### src/rtl/mem_access_unit_if.sv
// Handshake and bus bundle around mem_access_unit: execute-stage offer,
// data-memory req/ack port and write-back record.
// master: the memory-access stage itself; slave: the surrounding pipeline,
// i.e. the execute stage, the data memory and the write-back stage.
interface mem_access_unit_if #(
   parameter int DATA_W = 32,
   parameter int ADDR_W = 32,
   parameter int REG_AW = 5
);
   localparam int LANES = DATA_W / 8;

   logic              in_valid;
   logic              in_ready;
   logic              in_load;
   logic              in_store;
   logic [1:0]        in_size;
   logic              in_signed;
   logic [ADDR_W-1:0] in_addr;
   logic [DATA_W-1:0] in_wdata;
   logic [DATA_W-1:0] in_result;
   logic [REG_AW-1:0] in_rd;
   logic              in_rwr;

   logic              mem_req;
   logic              mem_we;
   logic [ADDR_W-1:0] mem_addr;
   logic [LANES-1:0]  mem_wmask;
   logic [DATA_W-1:0] mem_wdata;
   logic [DATA_W-1:0] mem_rdata;
   logic              mem_ack;

   logic              wb_valid;
   logic [DATA_W-1:0] wb_data;
   logic [REG_AW-1:0] wb_rd;
   logic              wb_rwr;
   logic              wb_exc;

   modport master (
      input  in_valid, in_load, in_store, in_size, in_signed, in_addr,
             in_wdata, in_result, in_rd, in_rwr, mem_rdata, mem_ack,
      output in_ready, mem_req, mem_we, mem_addr, mem_wmask, mem_wdata,
             wb_valid, wb_data, wb_rd, wb_rwr, wb_exc
   );

   modport slave (
      output in_valid, in_load, in_store, in_size, in_signed, in_addr,
             in_wdata, in_result, in_rd, in_rwr, mem_rdata, mem_ack,
      input  in_ready, mem_req, mem_we, mem_addr, mem_wmask, mem_wdata,
             wb_valid, wb_data, wb_rd, wb_rwr, wb_exc
   );
endinterface

### src/rtl/mem_access_unit.sv
// mem_access_unit: memory stage between execute and write-back.
// Accepts one operation per handshake in IDLE. Non-memory operations and
// misaligned accesses produce a write-back record one cycle later; aligned
// loads/stores hold a req/ack bus transaction in BUSY, then write back the
// lane-extracted, extended load data (or the forwarded result for stores).
module mem_access_unit #(
   parameter int DATA_W = 32,
   parameter int ADDR_W = 32,
   parameter int REG_AW = 5
) (
   input logic               clk,
   input logic               rst,
   mem_access_unit_if.master bus
);
   localparam int LANES = DATA_W / 8;
   localparam int OFF_W = $clog2(LANES);

   typedef enum logic [0:0] {ST_IDLE = 1'b0, ST_BUSY = 1'b1} state_t;

   // Byte-lane enables for a 2^size byte access starting at lane off.
   function automatic logic [LANES-1:0] lane_mask(input logic [1:0] size,
                                                  input logic [OFF_W-1:0] off);
      logic [LANES-1:0] base;
      for (int i = 0; i < LANES; i++) base[i] = (i < (32'sd1 <<< size));
      return base << off;
   endfunction

   // Address error when the low address bits are not a multiple of 2^size.
   function automatic logic misaligned(input logic [1:0] size, input logic [2:0] low);
      case (size)
         2'd0:    return 1'b0;
         2'd1:    return low[0];
         2'd2:    return |low[1:0];
         default: return |low;
      endcase
   endfunction

   // Move the addressed lanes down to bit 0 and sign/zero-extend them.
   function automatic logic [DATA_W-1:0] load_extend(input logic [DATA_W-1:0] raw,
                                                     input logic [OFF_W-1:0]  off,
                                                     input logic [1:0]        size,
                                                     input logic              sgn);
      logic [DATA_W-1:0] sh;
      logic [DATA_W-1:0] res;
      logic              fill;
      sh = raw >> {off, 3'b000};
      case (size)
         2'd0:    fill = sgn & sh[7];
         2'd1:    fill = sgn & sh[15];
         2'd2:    fill = sgn & sh[31];
         default: fill = sgn & sh[DATA_W-1];
      endcase
      for (int i = 0; i < DATA_W; i++) res[i] = (i < (32'sd8 <<< size)) ? sh[i] : fill;
      return res;
   endfunction

   state_t            state_r, state_next_s;
   logic              accept_s;
   logic [1:0]        size_eff_s;
   logic [OFF_W-1:0]  off_s;
   logic              is_mem_s;
   logic              is_load_s;
   logic              misaligned_s;
   logic [LANES-1:0]  mask_s;

   logic              mem_req_r, mem_we_r;
   logic [ADDR_W-1:0] mem_addr_r;
   logic [LANES-1:0]  mem_wmask_r;
   logic [DATA_W-1:0] mem_wdata_r;
   logic              wb_valid_r, wb_rwr_r, wb_exc_r;
   logic [DATA_W-1:0] wb_data_r;
   logic [REG_AW-1:0] wb_rd_r;

   logic              cap_load_r, cap_signed_r, cap_rwr_r;
   logic [1:0]        cap_size_r;
   logic [OFF_W-1:0]  cap_off_r;
   logic [REG_AW-1:0] cap_rd_r;
   logic [DATA_W-1:0] cap_result_r;

   // Decode the offered operation; doubleword on a 32-bit bus is a word.
   always_comb begin
      if ((LANES == 32'sd4) && (bus.in_size == 2'd3)) size_eff_s = 2'd2;
      else size_eff_s = bus.in_size;
      off_s        = bus.in_addr[OFF_W-1:0];
      is_load_s    = bus.in_load;
      is_mem_s     = bus.in_load | bus.in_store;
      misaligned_s = is_mem_s & misaligned(size_eff_s, bus.in_addr[2:0]);
      mask_s       = lane_mask(size_eff_s, off_s);
   end

   // State register; reset abandons any outstanding transaction.
   always_ff @(posedge clk or negedge rst) begin
      if (!rst) state_r <= ST_IDLE;
      else      state_r <= state_next_s;
   end

   // Next state: only aligned memory operations enter BUSY; ack returns to IDLE.
   always_comb begin
      state_next_s = state_r;
      accept_s     = 1'b0;
      case (state_r)
         ST_IDLE: begin
            if (bus.in_valid) begin
               accept_s = 1'b1;
               if (is_mem_s && !misaligned_s) state_next_s = ST_BUSY;
               else state_next_s = ST_IDLE;
            end else begin
               state_next_s = ST_IDLE;
            end
         end
         ST_BUSY: begin
            if (bus.mem_ack) state_next_s = ST_IDLE;
            else state_next_s = ST_BUSY;
         end
         default: state_next_s = ST_IDLE;
      endcase
   end

   // Bus outputs, captured operation fields and the write-back record.
   always_ff @(posedge clk or negedge rst) begin
      if (!rst) begin
         mem_req_r    <= 1'b0;
         mem_we_r     <= 1'b0;
         mem_addr_r   <= '0;
         mem_wmask_r  <= '0;
         mem_wdata_r  <= '0;
         wb_valid_r   <= 1'b0;
         wb_data_r    <= '0;
         wb_rd_r      <= '0;
         wb_rwr_r     <= 1'b0;
         wb_exc_r     <= 1'b0;
         cap_load_r   <= 1'b0;
         cap_signed_r <= 1'b0;
         cap_rwr_r    <= 1'b0;
         cap_size_r   <= 2'd0;
         cap_off_r    <= '0;
         cap_rd_r     <= '0;
         cap_result_r <= '0;
      end else begin
         wb_valid_r <= 1'b0;
         if (accept_s && !is_mem_s) begin
            wb_valid_r <= 1'b1;
            wb_data_r  <= bus.in_result;
            wb_rd_r    <= bus.in_rd;
            wb_rwr_r   <= bus.in_rwr;
            wb_exc_r   <= 1'b0;
         end else if (accept_s && misaligned_s) begin
            wb_valid_r <= 1'b1;
            wb_data_r  <= bus.in_result;
            wb_rd_r    <= bus.in_rd;
            wb_rwr_r   <= 1'b0;
            wb_exc_r   <= 1'b1;
         end else if (accept_s) begin
            mem_req_r    <= 1'b1;
            mem_we_r     <= ~is_load_s;
            mem_addr_r   <= {bus.in_addr[ADDR_W-1:OFF_W], {OFF_W{1'b0}}};
            mem_wmask_r  <= mask_s;
            mem_wdata_r  <= bus.in_wdata << {off_s, 3'b000};
            cap_load_r   <= is_load_s;
            cap_signed_r <= bus.in_signed;
            cap_rwr_r    <= bus.in_rwr;
            cap_size_r   <= size_eff_s;
            cap_off_r    <= off_s;
            cap_rd_r     <= bus.in_rd;
            cap_result_r <= bus.in_result;
         end else if ((state_r == ST_BUSY) && bus.mem_ack) begin
            mem_req_r  <= 1'b0;
            wb_valid_r <= 1'b1;
            wb_data_r  <= cap_load_r ? load_extend(bus.mem_rdata, cap_off_r, cap_size_r, cap_signed_r)
                                     : cap_result_r;
            wb_rd_r    <= cap_rd_r;
            wb_rwr_r   <= cap_load_r & cap_rwr_r;
            wb_exc_r   <= 1'b0;
         end
      end
   end

   assign bus.in_ready  = (state_r == ST_IDLE);
   assign bus.mem_req   = mem_req_r;
   assign bus.mem_we    = mem_we_r;
   assign bus.mem_addr  = mem_addr_r;
   assign bus.mem_wmask = mem_wmask_r;
   assign bus.mem_wdata = mem_wdata_r;
   assign bus.wb_valid  = wb_valid_r;
   assign bus.wb_data   = wb_data_r;
   assign bus.wb_rd     = wb_rd_r;
   assign bus.wb_rwr    = wb_rwr_r;
   assign bus.wb_exc    = wb_exc_r;
endmodule

### src/flat_wrapper.sv
// flat-port wrapper written by rule: the top's interface ports become plain ports
module mem_access_unit_flat 
#(
   parameter int DATA_W = 32,
   parameter int ADDR_W = 32,
   parameter int REG_AW = 5
)
  (clk, rst, bus_in_valid, bus_in_load, bus_in_store, bus_in_size, bus_in_signed, bus_in_addr, bus_in_wdata, bus_in_result, bus_in_rd, bus_in_rwr, bus_mem_rdata, bus_mem_ack, bus_in_ready, bus_mem_req, bus_mem_we, bus_mem_addr, bus_mem_wmask, bus_mem_wdata, bus_wb_valid, bus_wb_data, bus_wb_rd, bus_wb_rwr, bus_wb_exc);
  mem_access_unit_if #(.DATA_W(DATA_W), .ADDR_W(ADDR_W), .REG_AW(REG_AW)) bus_i ();
  input logic clk;
  input logic rst;
  input wire logic [$bits(bus_i.in_valid)-1:0] bus_in_valid;
  input wire logic [$bits(bus_i.in_load)-1:0] bus_in_load;
  input wire logic [$bits(bus_i.in_store)-1:0] bus_in_store;
  input wire logic [$bits(bus_i.in_size)-1:0] bus_in_size;
  input wire logic [$bits(bus_i.in_signed)-1:0] bus_in_signed;
  input wire logic [$bits(bus_i.in_addr)-1:0] bus_in_addr;
  input wire logic [$bits(bus_i.in_wdata)-1:0] bus_in_wdata;
  input wire logic [$bits(bus_i.in_result)-1:0] bus_in_result;
  input wire logic [$bits(bus_i.in_rd)-1:0] bus_in_rd;
  input wire logic [$bits(bus_i.in_rwr)-1:0] bus_in_rwr;
  input wire logic [$bits(bus_i.mem_rdata)-1:0] bus_mem_rdata;
  input wire logic [$bits(bus_i.mem_ack)-1:0] bus_mem_ack;
  output wire logic [$bits(bus_i.in_ready)-1:0] bus_in_ready;
  output wire logic [$bits(bus_i.mem_req)-1:0] bus_mem_req;
  output wire logic [$bits(bus_i.mem_we)-1:0] bus_mem_we;
  output wire logic [$bits(bus_i.mem_addr)-1:0] bus_mem_addr;
  output wire logic [$bits(bus_i.mem_wmask)-1:0] bus_mem_wmask;
  output wire logic [$bits(bus_i.mem_wdata)-1:0] bus_mem_wdata;
  output wire logic [$bits(bus_i.wb_valid)-1:0] bus_wb_valid;
  output wire logic [$bits(bus_i.wb_data)-1:0] bus_wb_data;
  output wire logic [$bits(bus_i.wb_rd)-1:0] bus_wb_rd;
  output wire logic [$bits(bus_i.wb_rwr)-1:0] bus_wb_rwr;
  output wire logic [$bits(bus_i.wb_exc)-1:0] bus_wb_exc;
  assign bus_i.in_valid = bus_in_valid;
  assign bus_i.in_load = bus_in_load;
  assign bus_i.in_store = bus_in_store;
  assign bus_i.in_size = bus_in_size;
  assign bus_i.in_signed = bus_in_signed;
  assign bus_i.in_addr = bus_in_addr;
  assign bus_i.in_wdata = bus_in_wdata;
  assign bus_i.in_result = bus_in_result;
  assign bus_i.in_rd = bus_in_rd;
  assign bus_i.in_rwr = bus_in_rwr;
  assign bus_i.mem_rdata = bus_mem_rdata;
  assign bus_i.mem_ack = bus_mem_ack;
  assign bus_in_ready = bus_i.in_ready;
  assign bus_mem_req = bus_i.mem_req;
  assign bus_mem_we = bus_i.mem_we;
  assign bus_mem_addr = bus_i.mem_addr;
  assign bus_mem_wmask = bus_i.mem_wmask;
  assign bus_mem_wdata = bus_i.mem_wdata;
  assign bus_wb_valid = bus_i.wb_valid;
  assign bus_wb_data = bus_i.wb_data;
  assign bus_wb_rd = bus_i.wb_rd;
  assign bus_wb_rwr = bus_i.wb_rwr;
  assign bus_wb_exc = bus_i.wb_exc;
  mem_access_unit #(.DATA_W(DATA_W), .ADDR_W(ADDR_W), .REG_AW(REG_AW)) u_core (.clk(clk), .rst(rst), .bus(bus_i));
endmodule
### config.mk
export PLATFORM = sky130hd
export DESIGN_NAME = mem_access_unit_flat
export DESIGN_NICKNAME = d
export VERILOG_FILES = /design/src/rtl/mem_access_unit_if.sv /design/src/rtl/mem_access_unit.sv /design/src/flat_wrapper.sv
export SDC_FILE = /design/constraint.sdc
export NUM_CORES = 1
export LEC_CHECK = 0
export CAP_MARGIN = 20
export CORE_MARGIN = 8
export CORE_UTILIZATION = 47
export DETAILED_ROUTE_END_ITERATION = 6
export PLACE_DENSITY = 0.81
export SYNTH_ARGS = -nofsm -noshare
export SYNTH_HDL_FRONTEND = slang
export SYNTH_SLANG_ARGS = --single-unit
### constraint.sdc
create_clock -name clk -period 2.15 [get_ports clk]
set_clock_uncertainty 0.15 [all_clocks]
set_input_delay 0.43 -clock clk [delete_from_list [all_inputs] [get_ports clk]]
set_output_delay 0.43 -clock clk [all_outputs]
set_load 0.005 [all_outputs]
==> impl_metrics.json <==
{
  "reg2reg_depth": 4,
  "layout.nets": 1106,
  "ir_worst_vdd_v": 0.000638,
  "hp-class": "input port to flip-flop",
  "fmax_mhz": 473,
  "detail-route-antenna-nets": 0,
  "reg2reg_from": "u_core.cap_off_r[0]$_DFFE_PN0P_",
  "timing.rr.end": "u_core.bus.wb_data[13]$_DFFE_PN0P_",
  "fin_setup_tns_ns": 0,
  "rsz0062_at_grt": "no",
  "grt_start_max_net_pins": 46,
  "power_density_mw_per_mm2": 957,
  "drt_iter0_drc": 525,
  "clock_latency_ns": 0.43,
  "dieWidth_um": 145,
  "end_kind": "flip-flop",
  "slew_headroom": 0.572,
  "reg2reg_setup_slack_ns": 0.05,
  "start_kind": "input port",
  "final_hold_viol_count": 0,
  "layout_commonest_cell": "clkdlybuf4s50_1",
  "grt_pass1_vias": 7074,
  "min_from": "bus_in_addr[0]",
  "numCtsBuffers": 17,
  "worstSetupPathType": "input port to flip-flop",
  "period_share": 0.983,
  "portBuffers": 251,
  "final.min_clock_period_ns": 2.11,
  "path_clk_slew_ns": 0.06,
  "cp.arrival_ns": 2.25,
  "hold_depth": 2,
  "syn_area_per_cell_um2": 11.6,
  "grt_use_total": 0.244,
  "maxCapViolCount": 0,
  "drcViolationCount": 0,
  "cts_max_level": 4,
  "n_antenna_cell": 0,
  "fp.coreArea_mm2": 0.0164,
  "utilization": 0.707,
  "wire_per_inst_um": 21.3,
  "cts_tree": "yes",
  "start_util": 0.475,
  "die_area_mm2": 0.0210,
  "syn2layout_area_growth_pct": 48.8,
  "drt_pass1_iterations": 5,
  "synth_area_mm2": 0.00779,
  "crit_required_ns": 2.29,
  "min_to": "u_core.cap_off_r[0]$_DFFE_PN0P_",
  "p_leak_nw": 4.95,
  "whs_ns": 0.191,
  "ys_seq_elements": 153,
  "finalPower_mw": 11.1,
  "dominantRegCellSynth": "dfrtp_1",
  "drt_wl_total_um": 25500,
  "cts_sinks": 153,
  "syn-instance-count": 673,
  "rows": 47,
  "antenna_found_initial": 0,
  "worstPathMaxFanout": 7,
  "final-max-slew-violation-count": 0,
  "gp_congestion": 0.877,
  "tightest_slew_ns": 0.640,
  "hpwl_um": 18900,
  "finalSetupViolations": 0,
  "final_cells": 1196,
  "final_cell_mix": "clkdlybuf4s50_1 (249), dfrtp_1 (152), mux2_2 (80)",
  "vias": 6859,
  "clock-root-buffer": "clkbuf_16",
  "async_reset_ff_frac": 1.00,
  "ctsLongestPathBuffers": 2,
  "synth_edf_count": 0,
  "ys_seq_area_frac": 0.491,
  "grt_pass1_wl_um": 39300,
  "yosysWarnings": 0,
  "numPlacedInstances": 1163,
  "grt_overflow_total": 0,
  "status": "finished clean",
  "die_y_um": 145,
  "ios": 254,
  "viasPerCell": 5.73,
  "layout-drive-gt1-share": 0.199,
  "synthDistinctLibCells": 50
}
## layout make-up
cell class                 instances  area [µm²]
fill                            1170        4810
sequential                       153        3830
multi-input combinational        461        3710
timing repair buffer             324        3200
clock buffer                      19         443
tap                              220         275
clock inverter                    13         121
inverter                           6        22.5
## metrics by stage
step,area (µm²),worst slack [ns]
after CTS,11600,0.0201
after global placement,11000,-0.363
after floorplan,7800,0.177
after detailed placement,11000,-0.422
after global routing,11600,0.00622
final,11600,0.0370
## kinds of logic (layout without fill, tap and decap cells)
group,after synthesis,in the layout,share of synthesized area
and+or+nand+nor,142,142,0.0873
other,1,2,0.000481
buffers and inverters,60,362,0.0347
muxes,159,159,0.233
xor gates and xnor gates,2,2,0.00225
AOI/OAI and AO/OA,156,156,0.151
DFF,153,153,0.491
## what timing repair did
action                                  4_1_cts  5_1_grt
hold endpoints to repair                     40        0
pin swaps                                     1        0
gates resized for setup                       0        3
setup buffers                                 0        0
hold buffers                                  1        0
endpoints found under the setup margin        5       18
## synthesized netlist by cell type (2+ instances only)
library cell / n / share of area
a221o_1: 16 / 0.021
o2111ai_1: 7 / 0.0079
clkbuf_1: 21 / 0.010
a32oi_1: 8 / 0.0090
o21ai_1: 2 / 0.0013
mux4_1: 7 / 0.024
nand3b_1: 6 / 0.0058
inv_1: 4 / 0.0019
o211ai_1: 22 / 0.021
nand3_1: 11 / 0.0071
mux2i_1: 71 / 0.091
clkinv_1: 2 / 0.00096
nand2b_1: 13 / 0.010
nor2_1: 50 / 0.024
dfrtp_1: 153 / 0.49
a22o_1: 10 / 0.011
a31oi_1: 10 / 0.0080
and2_1: 2 / 0.0016
a211oi_1: 8 / 0.0077
buf_4: 4 / 0.0039
mux2_2: 80 / 0.12
buf_2: 18 / 0.012
o32a_1: 8 / 0.010
nand2_1: 33 / 0.016
a21oi_1: 18 / 0.012
buf_1: 10 / 0.0048
nor2b_1: 20 / 0.016
nand4_1: 2 / 0.0016
or2_2: 2 / 0.0016
o221ai_1: 9 / 0.010
o21ai_0: 27 / 0.017
## sequential cells by signal, summed over array words and instances, names as in the netlist, 2 cells and up
| register | flops |
|---|---|
| u_core.bus.mem_wdata | 32 |
| u_core.bus.wb_data | 32 |
| u_core.cap_result_r | 32 |
| u_core.bus.mem_addr | 30 |
| u_core.bus.wb_rd | 5 |
| u_core.cap_rd_r | 5 |
| u_core.bus.mem_wmask | 4 |
| u_core.cap_off_r | 2 |
| u_core.cap_size_r | 2 |
## where the power goes
group          internal, mW  switching, mW  total, mW
combinational          2.37           1.61       3.98
sequential             3.68          0.565       4.25
clock                  1.63           1.23       2.86
total                  7.69           3.41       11.1
## worst max-delay path by stage
stage                                         start                            endpoint  slack [ns]  cells past startpoint
floorplan           u_core.cap_off_r[0]$_DFFE_PN0P_  u_core.bus.wb_data[10]$_DFFE_PN0P_        0.18                      5
global placement                  bus_mem_rdata[23]  u_core.bus.wb_data[10]$_DFFE_PN0P_       -0.36                      5
detailed placement                bus_mem_rdata[23]  u_core.bus.wb_data[13]$_DFFE_PN0P_       -0.42                      5
CTS                 u_core.cap_off_r[0]$_DFFE_PN0P_   u_core.bus.wb_data[1]$_DFFE_PN0P_        0.02                      5
global route        u_core.cap_off_r[0]$_DFFE_PN0P_   u_core.bus.wb_data[2]$_DFFE_PN0P_       0.006                      5
finish                            bus_mem_rdata[23]  u_core.bus.wb_data[13]$_DFFE_PN0P_        0.04                      5
## routing by layer
| metal | wire (µm) | vias to the layer above | GRT usage |
|---|---|---|---|
| li1 | - | 3111 | - |
| met1 | 10200 | 3394 | 0.301 |
| met2 | 12300 | 311 | 0.397 |
| met3 | 2360 | 43 | 0.0715 |
| met4 | 557 | 0 | 0.0909 |
| met5 | 0 | - | 0 |
## critical path, stage by stage
cell,delay (ns)
clkdlybuf4s50_1,0.46
mux4_2,0.54
a2111o_1,0.52
o2111ai_1,0.16
o211ai_1,0.13
No activity file was read; power rests on OpenSTA's default activity.
